$ cat config.mk
export PLATFORM = sky130hd
export DESIGN_NAME = rx_packet_assembler_flat
export DESIGN_NICKNAME = d
export VERILOG_FILES = /design/src/rtl/rx_packet_assembler_if.sv /design/src/rtl/rx_packet_assembler.sv /design/src/flat_wrapper.sv
export SDC_FILE = /design/constraint.sdc
export NUM_CORES = 1
export LEC_CHECK = 0
export CAP_MARGIN = 20
export CORE_UTILIZATION = 49
export DETAILED_ROUTE_END_ITERATION = 10
export GPL_ROUTABILITY_DRIVEN = 0
export PLACE_DENSITY = 0.72
export SYNTH_ARGS = -nofsm -noshare
export SYNTH_HDL_FRONTEND = slang
export SYNTH_SLANG_ARGS = --single-unit
$ cat constraint.sdc
create_clock -name clock_50Mhz -period 1.8 [get_ports clock_50Mhz]
set_input_delay 0.54 -clock clock_50Mhz [delete_from_list [all_inputs] [get_ports clock_50Mhz]]
set_output_delay 0.54 -clock clock_50Mhz [all_outputs]
set_load 0.1 [all_outputs]
$ cat src/rtl/rx_packet_assembler_if.sv
`default_nettype none
// ============================================================================
//  Module      : rx_packet_assembler_if
//  Description : Byte-stream input and packet/error output bundle of the
//                receive packet assembler. The master side is the UART
//                receiver plus the packet consumer; the slave side is the
//                assembler itself.
//  Revision    : 1.0 - initial release
// ============================================================================
interface rx_packet_assembler_if;

    // Byte stream from the UART receiver
    logic       byte_valid;
    logic [7:0] byte_data;

    // Packet hand-off to the controller
    logic       packet_ack;
    logic       packet_valid;
    logic [7:0] command;
    logic [7:0] address;

    // Discard reporting
    logic       error_valid;
    logic [1:0] error_code;
    logic [7:0] error_count;

    modport master (
        output byte_valid,
        output byte_data,
        output packet_ack,
        input  packet_valid,
        input  command,
        input  address,
        input  error_valid,
        input  error_code,
        input  error_count
    );

    modport slave (
        input  byte_valid,
        input  byte_data,
        input  packet_ack,
        output packet_valid,
        output command,
        output address,
        output error_valid,
        output error_code,
        output error_count
    );

endinterface
`default_nettype wire

$ cat src/rtl/rx_packet_assembler.sv
`default_nettype none
// ============================================================================
//  Module      : rx_packet_assembler
//  Description : Assembles two-byte packets (command, address) from a UART
//                byte stream. It validates both bytes, times out a missing
//                address byte, holds a good packet until it is acknowledged
//                and reports every discarded packet with a reason code and a
//                saturating counter. All outputs are registered.
//  Revision    : 1.0 - initial release
// ============================================================================
module rx_packet_assembler #(
    parameter int         TIMEOUT_CYCLES = 5_000_000,
    parameter logic [7:0] MAX_COMMAND    = 8'h07,
    parameter int         NUM_ADDR       = 32
) (
    input  wire                          clock_50Mhz,
    input  wire                          reset_n,
    rx_packet_assembler_if.slave         bus
);

    // Counter only has to reach TIMEOUT_CYCLES-1 before the timeout fires.
    localparam int              c_CNT_W        = (TIMEOUT_CYCLES > 1) ? $clog2(TIMEOUT_CYCLES) : 1;
    localparam logic [c_CNT_W-1:0] c_TIMEOUT_LAST = c_CNT_W'(TIMEOUT_CYCLES - 1);
    localparam logic [8:0]      c_NUM_ADDR     = 9'(NUM_ADDR);

    localparam logic [1:0] c_ERR_TIMEOUT = 2'd0;
    localparam logic [1:0] c_ERR_BAD_CMD = 2'd1;
    localparam logic [1:0] c_ERR_BAD_ADR = 2'd2;
    localparam logic [1:0] c_ERR_OVERRUN = 2'd3;

    typedef enum logic [1:0] {
        ST_IDLE      = 2'd0,
        ST_WAIT_ADDR = 2'd1,
        ST_HOLD      = 2'd2
    } state_t;

    state_t               r_state;
    state_t               w_state_next;

    logic [7:0]           r_pending_cmd;
    logic [c_CNT_W-1:0]   r_timeout_cnt;

    logic                 r_packet_valid;
    logic [7:0]           r_command;
    logic [7:0]           r_address;
    logic                 r_error_valid;
    logic [1:0]           r_error_code;
    logic [7:0]           r_error_count;

    logic                 w_latch_cmd;
    logic                 w_cnt_inc;
    logic                 w_load_packet;
    logic                 w_release_packet;
    logic                 w_error;
    logic [1:0]           w_error_code;
    logic                 w_bad_cmd;
    logic                 w_bad_addr;

    assign w_bad_cmd  = (r_pending_cmd > MAX_COMMAND);
    assign w_bad_addr = ({1'b0, bus.byte_data} >= c_NUM_ADDR);

    // State register
    always_ff @(posedge clock_50Mhz or negedge reset_n) begin
        if (!reset_n) begin
            r_state <= ST_IDLE;
        end else begin
            r_state <= w_state_next;
        end
    end

    // Next-state decode and per-cycle control strobes
    always_comb begin
        w_state_next     = r_state;
        w_latch_cmd      = 1'b0;
        w_cnt_inc        = 1'b0;
        w_load_packet    = 1'b0;
        w_release_packet = 1'b0;
        w_error          = 1'b0;
        w_error_code     = r_error_code;

        case (r_state)
            ST_IDLE: begin
                if (bus.byte_valid) begin
                    w_latch_cmd  = 1'b1;
                    w_state_next = ST_WAIT_ADDR;
                end
            end

            ST_WAIT_ADDR: begin
                // A byte arriving on the timeout cycle takes precedence.
                if (bus.byte_valid) begin
                    if (w_bad_cmd) begin
                        w_error      = 1'b1;
                        w_error_code = c_ERR_BAD_CMD;
                        w_state_next = ST_IDLE;
                    end else if (w_bad_addr) begin
                        w_error      = 1'b1;
                        w_error_code = c_ERR_BAD_ADR;
                        w_state_next = ST_IDLE;
                    end else begin
                        w_load_packet = 1'b1;
                        w_state_next  = ST_HOLD;
                    end
                end else if (r_timeout_cnt == c_TIMEOUT_LAST) begin
                    w_error      = 1'b1;
                    w_error_code = c_ERR_TIMEOUT;
                    w_state_next = ST_IDLE;
                end else begin
                    w_cnt_inc = 1'b1;
                end
            end

            ST_HOLD: begin
                if (bus.packet_ack) begin
                    // Acknowledge frees the slot, so a simultaneous byte is
                    // a legitimate new command rather than an overrun.
                    w_release_packet = 1'b1;
                    if (bus.byte_valid) begin
                        w_latch_cmd  = 1'b1;
                        w_state_next = ST_WAIT_ADDR;
                    end else begin
                        w_state_next = ST_IDLE;
                    end
                end else if (bus.byte_valid) begin
                    w_error      = 1'b1;
                    w_error_code = c_ERR_OVERRUN;
                end
            end

            default: begin
                w_state_next = ST_IDLE;
            end
        endcase
    end

    // Pending command byte and address timeout counter
    always_ff @(posedge clock_50Mhz or negedge reset_n) begin
        if (!reset_n) begin
            r_pending_cmd <= 8'h00;
            r_timeout_cnt <= '0;
        end else if (w_latch_cmd) begin
            r_pending_cmd <= bus.byte_data;
            r_timeout_cnt <= '0;
        end else if (w_cnt_inc) begin
            r_timeout_cnt <= r_timeout_cnt + 1'b1;
        end
    end

    // Held packet registers
    always_ff @(posedge clock_50Mhz or negedge reset_n) begin
        if (!reset_n) begin
            r_packet_valid <= 1'b0;
            r_command      <= 8'h00;
            r_address      <= 8'h00;
        end else if (w_load_packet) begin
            r_packet_valid <= 1'b1;
            r_command      <= r_pending_cmd;
            r_address      <= bus.byte_data;
        end else if (w_release_packet) begin
            r_packet_valid <= 1'b0;
        end
    end

    // Error pulse, sticky reason code and saturating discard counter
    always_ff @(posedge clock_50Mhz or negedge reset_n) begin
        if (!reset_n) begin
            r_error_valid <= 1'b0;
            r_error_code  <= 2'd0;
            r_error_count <= 8'h00;
        end else begin
            r_error_valid <= w_error;
            r_error_code  <= w_error_code;
            if (w_error && (r_error_count != 8'hFF)) begin
                r_error_count <= r_error_count + 8'h01;
            end
        end
    end

    assign bus.packet_valid = r_packet_valid;
    assign bus.command      = r_command;
    assign bus.address      = r_address;
    assign bus.error_valid  = r_error_valid;
    assign bus.error_code   = r_error_code;
    assign bus.error_count  = r_error_count;

endmodule
`default_nettype wire

$ cat src/flat_wrapper.sv
// flat-port wrapper written by rule: the top's interface ports become plain ports
module rx_packet_assembler_flat 
#(
    parameter int         TIMEOUT_CYCLES = 5_000_000,
    parameter logic [7:0] MAX_COMMAND    = 8'h07,
    parameter int         NUM_ADDR       = 32
)
  (clock_50Mhz, reset_n, bus_byte_valid, bus_byte_data, bus_packet_ack, bus_packet_valid, bus_command, bus_address, bus_error_valid, bus_error_code, bus_error_count);
  rx_packet_assembler_if bus_i ();
  input  wire clock_50Mhz;
  input  wire reset_n;
  input wire logic [$bits(bus_i.byte_valid)-1:0] bus_byte_valid;
  input wire logic [$bits(bus_i.byte_data)-1:0] bus_byte_data;
  input wire logic [$bits(bus_i.packet_ack)-1:0] bus_packet_ack;
  output wire logic [$bits(bus_i.packet_valid)-1:0] bus_packet_valid;
  output wire logic [$bits(bus_i.command)-1:0] bus_command;
  output wire logic [$bits(bus_i.address)-1:0] bus_address;
  output wire logic [$bits(bus_i.error_valid)-1:0] bus_error_valid;
  output wire logic [$bits(bus_i.error_code)-1:0] bus_error_code;
  output wire logic [$bits(bus_i.error_count)-1:0] bus_error_count;
  assign bus_i.byte_valid = bus_byte_valid;
  assign bus_i.byte_data = bus_byte_data;
  assign bus_i.packet_ack = bus_packet_ack;
  assign bus_packet_valid = bus_i.packet_valid;
  assign bus_command = bus_i.command;
  assign bus_address = bus_i.address;
  assign bus_error_valid = bus_i.error_valid;
  assign bus_error_code = bus_i.error_code;
  assign bus_error_count = bus_i.error_count;
  rx_packet_assembler #(.TIMEOUT_CYCLES(TIMEOUT_CYCLES), .MAX_COMMAND(MAX_COMMAND), .NUM_ADDR(NUM_ADDR)) u_core (.clock_50Mhz(clock_50Mhz), .reset_n(reset_n), .bus(bus_i));
endmodule
==> flow_metrics.tcl <==
set metrics [dict create \
    synthCells 263 \
    die_area_um2 6125 \
    grt_pass1_vias 2637 \
    finalHoldViolCount 0 \
    p_leak_nw 2.133 \
    combinationalPowerShare 0.456 \
    total_power_w 0.005809 \
    skew_ns 0.01327 \
    clock_latency_ns 0.34 \
    fin_crit_sh 1.183 \
    cts_tree "done" \
    syn_avg_cell_area_um2 10.84 \
    switching_power_w 0.002322 \
    arrival_ns 2.35 \
    rsz0062_at_grt "true" \
    core_um2 5540 \
    synth_area_leaders "dfrtp_1, mux2_2, xnor2_1" \
    grt_first_pass_wirelength_mm 12.20 \
    numCtsBuffers 9 \
    die_w_um 78.27 \
    finalSetupViolCount 52 \
    start_util 0.5145 \
    io_pins 40 \
    syn2layout_area_growth_pct 64.05 \
    finalWorstSetupSlack_ns -0.3295 \
    row_count 27 \
    fmax_mhz 469.6 \
    placed_area_um2 4063 \
    cp_max_fo 3 \
    p_per_area_nw_per_um2 1242 \
    hpwlAfterDp_mm 4.878 \
    yosysTopAreaCell "dfrtp_1" \
    cts_sinks 61 \
    synth_warnings 0 \
    hold_path.class "input port to async pin" \
    outcome "complete, but fails checks" \
    wl_per_cell_um 18.81 \
    synth_flop_cell "dfrtp_1" \
    drive_gt1_frac 0.4721 \
    cts.path.max_buffers 2 \
    drv_slew 0 \
    drv_cap 0 \
    hold_ws_ns 0.1435 \
    grt.total_usage 0.2675 \
    startpoint_type "flip-flop" \
    antenna_cells 0 \
    end_kind "flip-flop" \
    cts_hold_buf 0 \
    port_buffers 39 \
    ys_ff_latch 61 \
    path_clk_slew_ns 0.07 \
    async_flop_share 1.000 \
    intPower_w 0.003487 \
    num_vias 2535 \
    crit_required_ns 2.02 \
    relSlewSlack 0.6976 \
    antenna_found_initial 0 \
    nets 391 \
    layout_min_cycle_time_ns 2.130 \
    finalInstanceArea_um2 4676 \
    firstDrtPassIters 4 \
    worstMarginPinSlew_ns 0.4536 \
    die_y_um 78.27 \
    critPathKind "flip-flop to flip-flop" \
    overflow 0 \
    routed_wl_mm 8.444 \
    place_ws_ns -0.5951 \
    post-route-drc-count 0 \
    grt_max_degree 27 \
    root_buffer "clkbuf_8" \
    synth_nets 281 \
    synth.distinct_cells 40 \
    p_clk_frac 0.211 \
    synth.cell_area_um2 2850 \
    peakVddDrop_v 0.0009397 \
    synth_top_area_share 0.5356 \
    viasPerCell 5.646 \
    violations "negative setup slack" \
    p_seq_frac 0.333 \
    synth-edff-count 0 \
    cts.htree.levels 3 \
    drt-initial-drc-count 120 \
    drtAntennaViolNets 0 \
    yosysSeqAreaShare 0.5356 \
    p_sw_frac 0.3998 \
]
[power by group through the flow]
stage	clock network, W	logic [W]	registers, W
2_1_floorplan	0	0.000543	0.00259
3_5_place_dp	0	0.00226	0.00189
3_3_place_gp	0	0.00219	0.00187
5_1_grt	0.00130	0.00274	0.00196
6_report	0.00122	0.00265	0.00194
4_1_cts	0.00123	0.00243	0.00188
[worst max-delay path, stage by stage, from the launching register on]
cell	delay, ns
dfrtp_1	0.36
ha_2	0.19
nand4_1	0.13
or4_4	0.49
nor4_4	0.17
or2_1	0.16
nand4_1	0.15
mux2_4	0.36
[synthesized netlist by cell type, types with 2 or more instances]
cell type  number
nand4_1         6
o31ai_1         2
nand3_1        14
nor3_1         11
nor2b_1         3
and3_1          7
a31oi_1         2
nor4_1          3
a21oi_1         9
nand2_1        17
o21ai_0         8
ha_1            6
xnor2_1        17
buf_4           3
mux2_2         18
inv_1           9
xor2_1          4
dfrtp_1        61
nor2_1         25
or3_1           7
and2_1          8
clkbuf_1        5
[routing by layer]
layer  vias to the layer above  share of wire  track usage
met4                         0          0.022       0.1593
met3                        16          0.041      0.06628
li1                       1134              -            -
met1                      1308           0.37       0.2812
met5                         -              0            0
met2                        77           0.56       0.4807
[registers in the layout (all words and copies together), names as in the netlist]
signal and cells:
u_core.bus.command 8, u_core.r_state 2, u_core.r_timeout_cnt 23, u_core.bus.address 8
u_core.bus.packet_valid 1, u_core.bus.error_code 2, u_core.bus.error_count 8, u_core.bus.error_valid 1
u_core.r_pending_cmd 8
[final timing paths]
| path | startpoint | to | slack [ns] | cells after the start |
|---|---|---|---|---|
| min in group clock_50Mhz | u_core.r_pending_cmd[1] | u_core.r_pending_cmd[1] | 0.52 | 1 |
| max in group asynchronous | reset_n | u_core.r_timeout_cnt[8] | 1.16 | 2 |
| setup / recovery | u_core.r_timeout_cnt[0] | u_core.bus.error_count[7] | -0.33 | 7 |
| setup reg to reg | u_core.r_timeout_cnt[0] | u_core.bus.error_count[7] | -0.33 | 7 |
| hold / removal | reset_n | u_core.bus.error_count[7] | 0.14 | 1 |
| hold reg to reg | u_core.r_pending_cmd[1] | u_core.r_pending_cmd[1] | 0.52 | 1 |
[per-stage QoR]
| step | TNS (ns) | util | cells |
|---|---|---|---|
| CTS | -5.332 | 0.8026 | 445 |
| global placement | -17.14 | 0.7333 | 423 |
| global route | -12.98 | 0.8439 | 449 |
| floorplan | -1.956 | - | 263 |
| detailed placement | -19.89 | 0.7333 | 423 |
| finish | -9.021 | 0.8439 | 449 |
[cell usage in the layout (no fill, tap or decap), types with 5 or more instances in the layout]
cell type        instances
and2_1                   5
nand4_1                  6
and3_1                   7
mux2_2                  17
buf_12                  33
inv_1                    9
clkbuf_8                11
buf_4                   53
nand2_1                 16
buf_6                   10
clkdlybuf4s50_1          8
o21ai_0                  6
nor3_4                   6
a21oi_1                  7
nand3_1                 12
nor2_1                  20
xnor2_1                 15
dfrtp_1                 55
or3_1                    6
[final cells by class]
class | count | area, um^2
flip-flops and latches | 61 | 1539
multi-input cells | 185 | 1546
clock inverters | 1 | 30.03
repair buffers | 107 | 1274
well taps | 72 | 90.09
inverters | 9 | 33.78
fillers | 282 | 864.6
clock buffers | 14 | 162.7
[kinds of logic (layout without fill, tap and decap cells)]
logic type,count (synthesis),count (layout),share of synthesized area
simple gates,113,113,0.2147
flops,61,61,0.5356
compound gates,25,25,0.05400
xor+xnor,21,21,0.06453
mux,20,20,0.07858
buf+inv,17,131,0.02634
fa+ha+maj,6,6,0.02634
[what timing repair did]
action	CTS	global route
buffers inserted	6	6
gates cloned	1	0
gates resized for setup	32	41
setup endpoints to repair	51	60
pin swaps	11	35
Note: power is estimated with default switching activity, not from simulation.
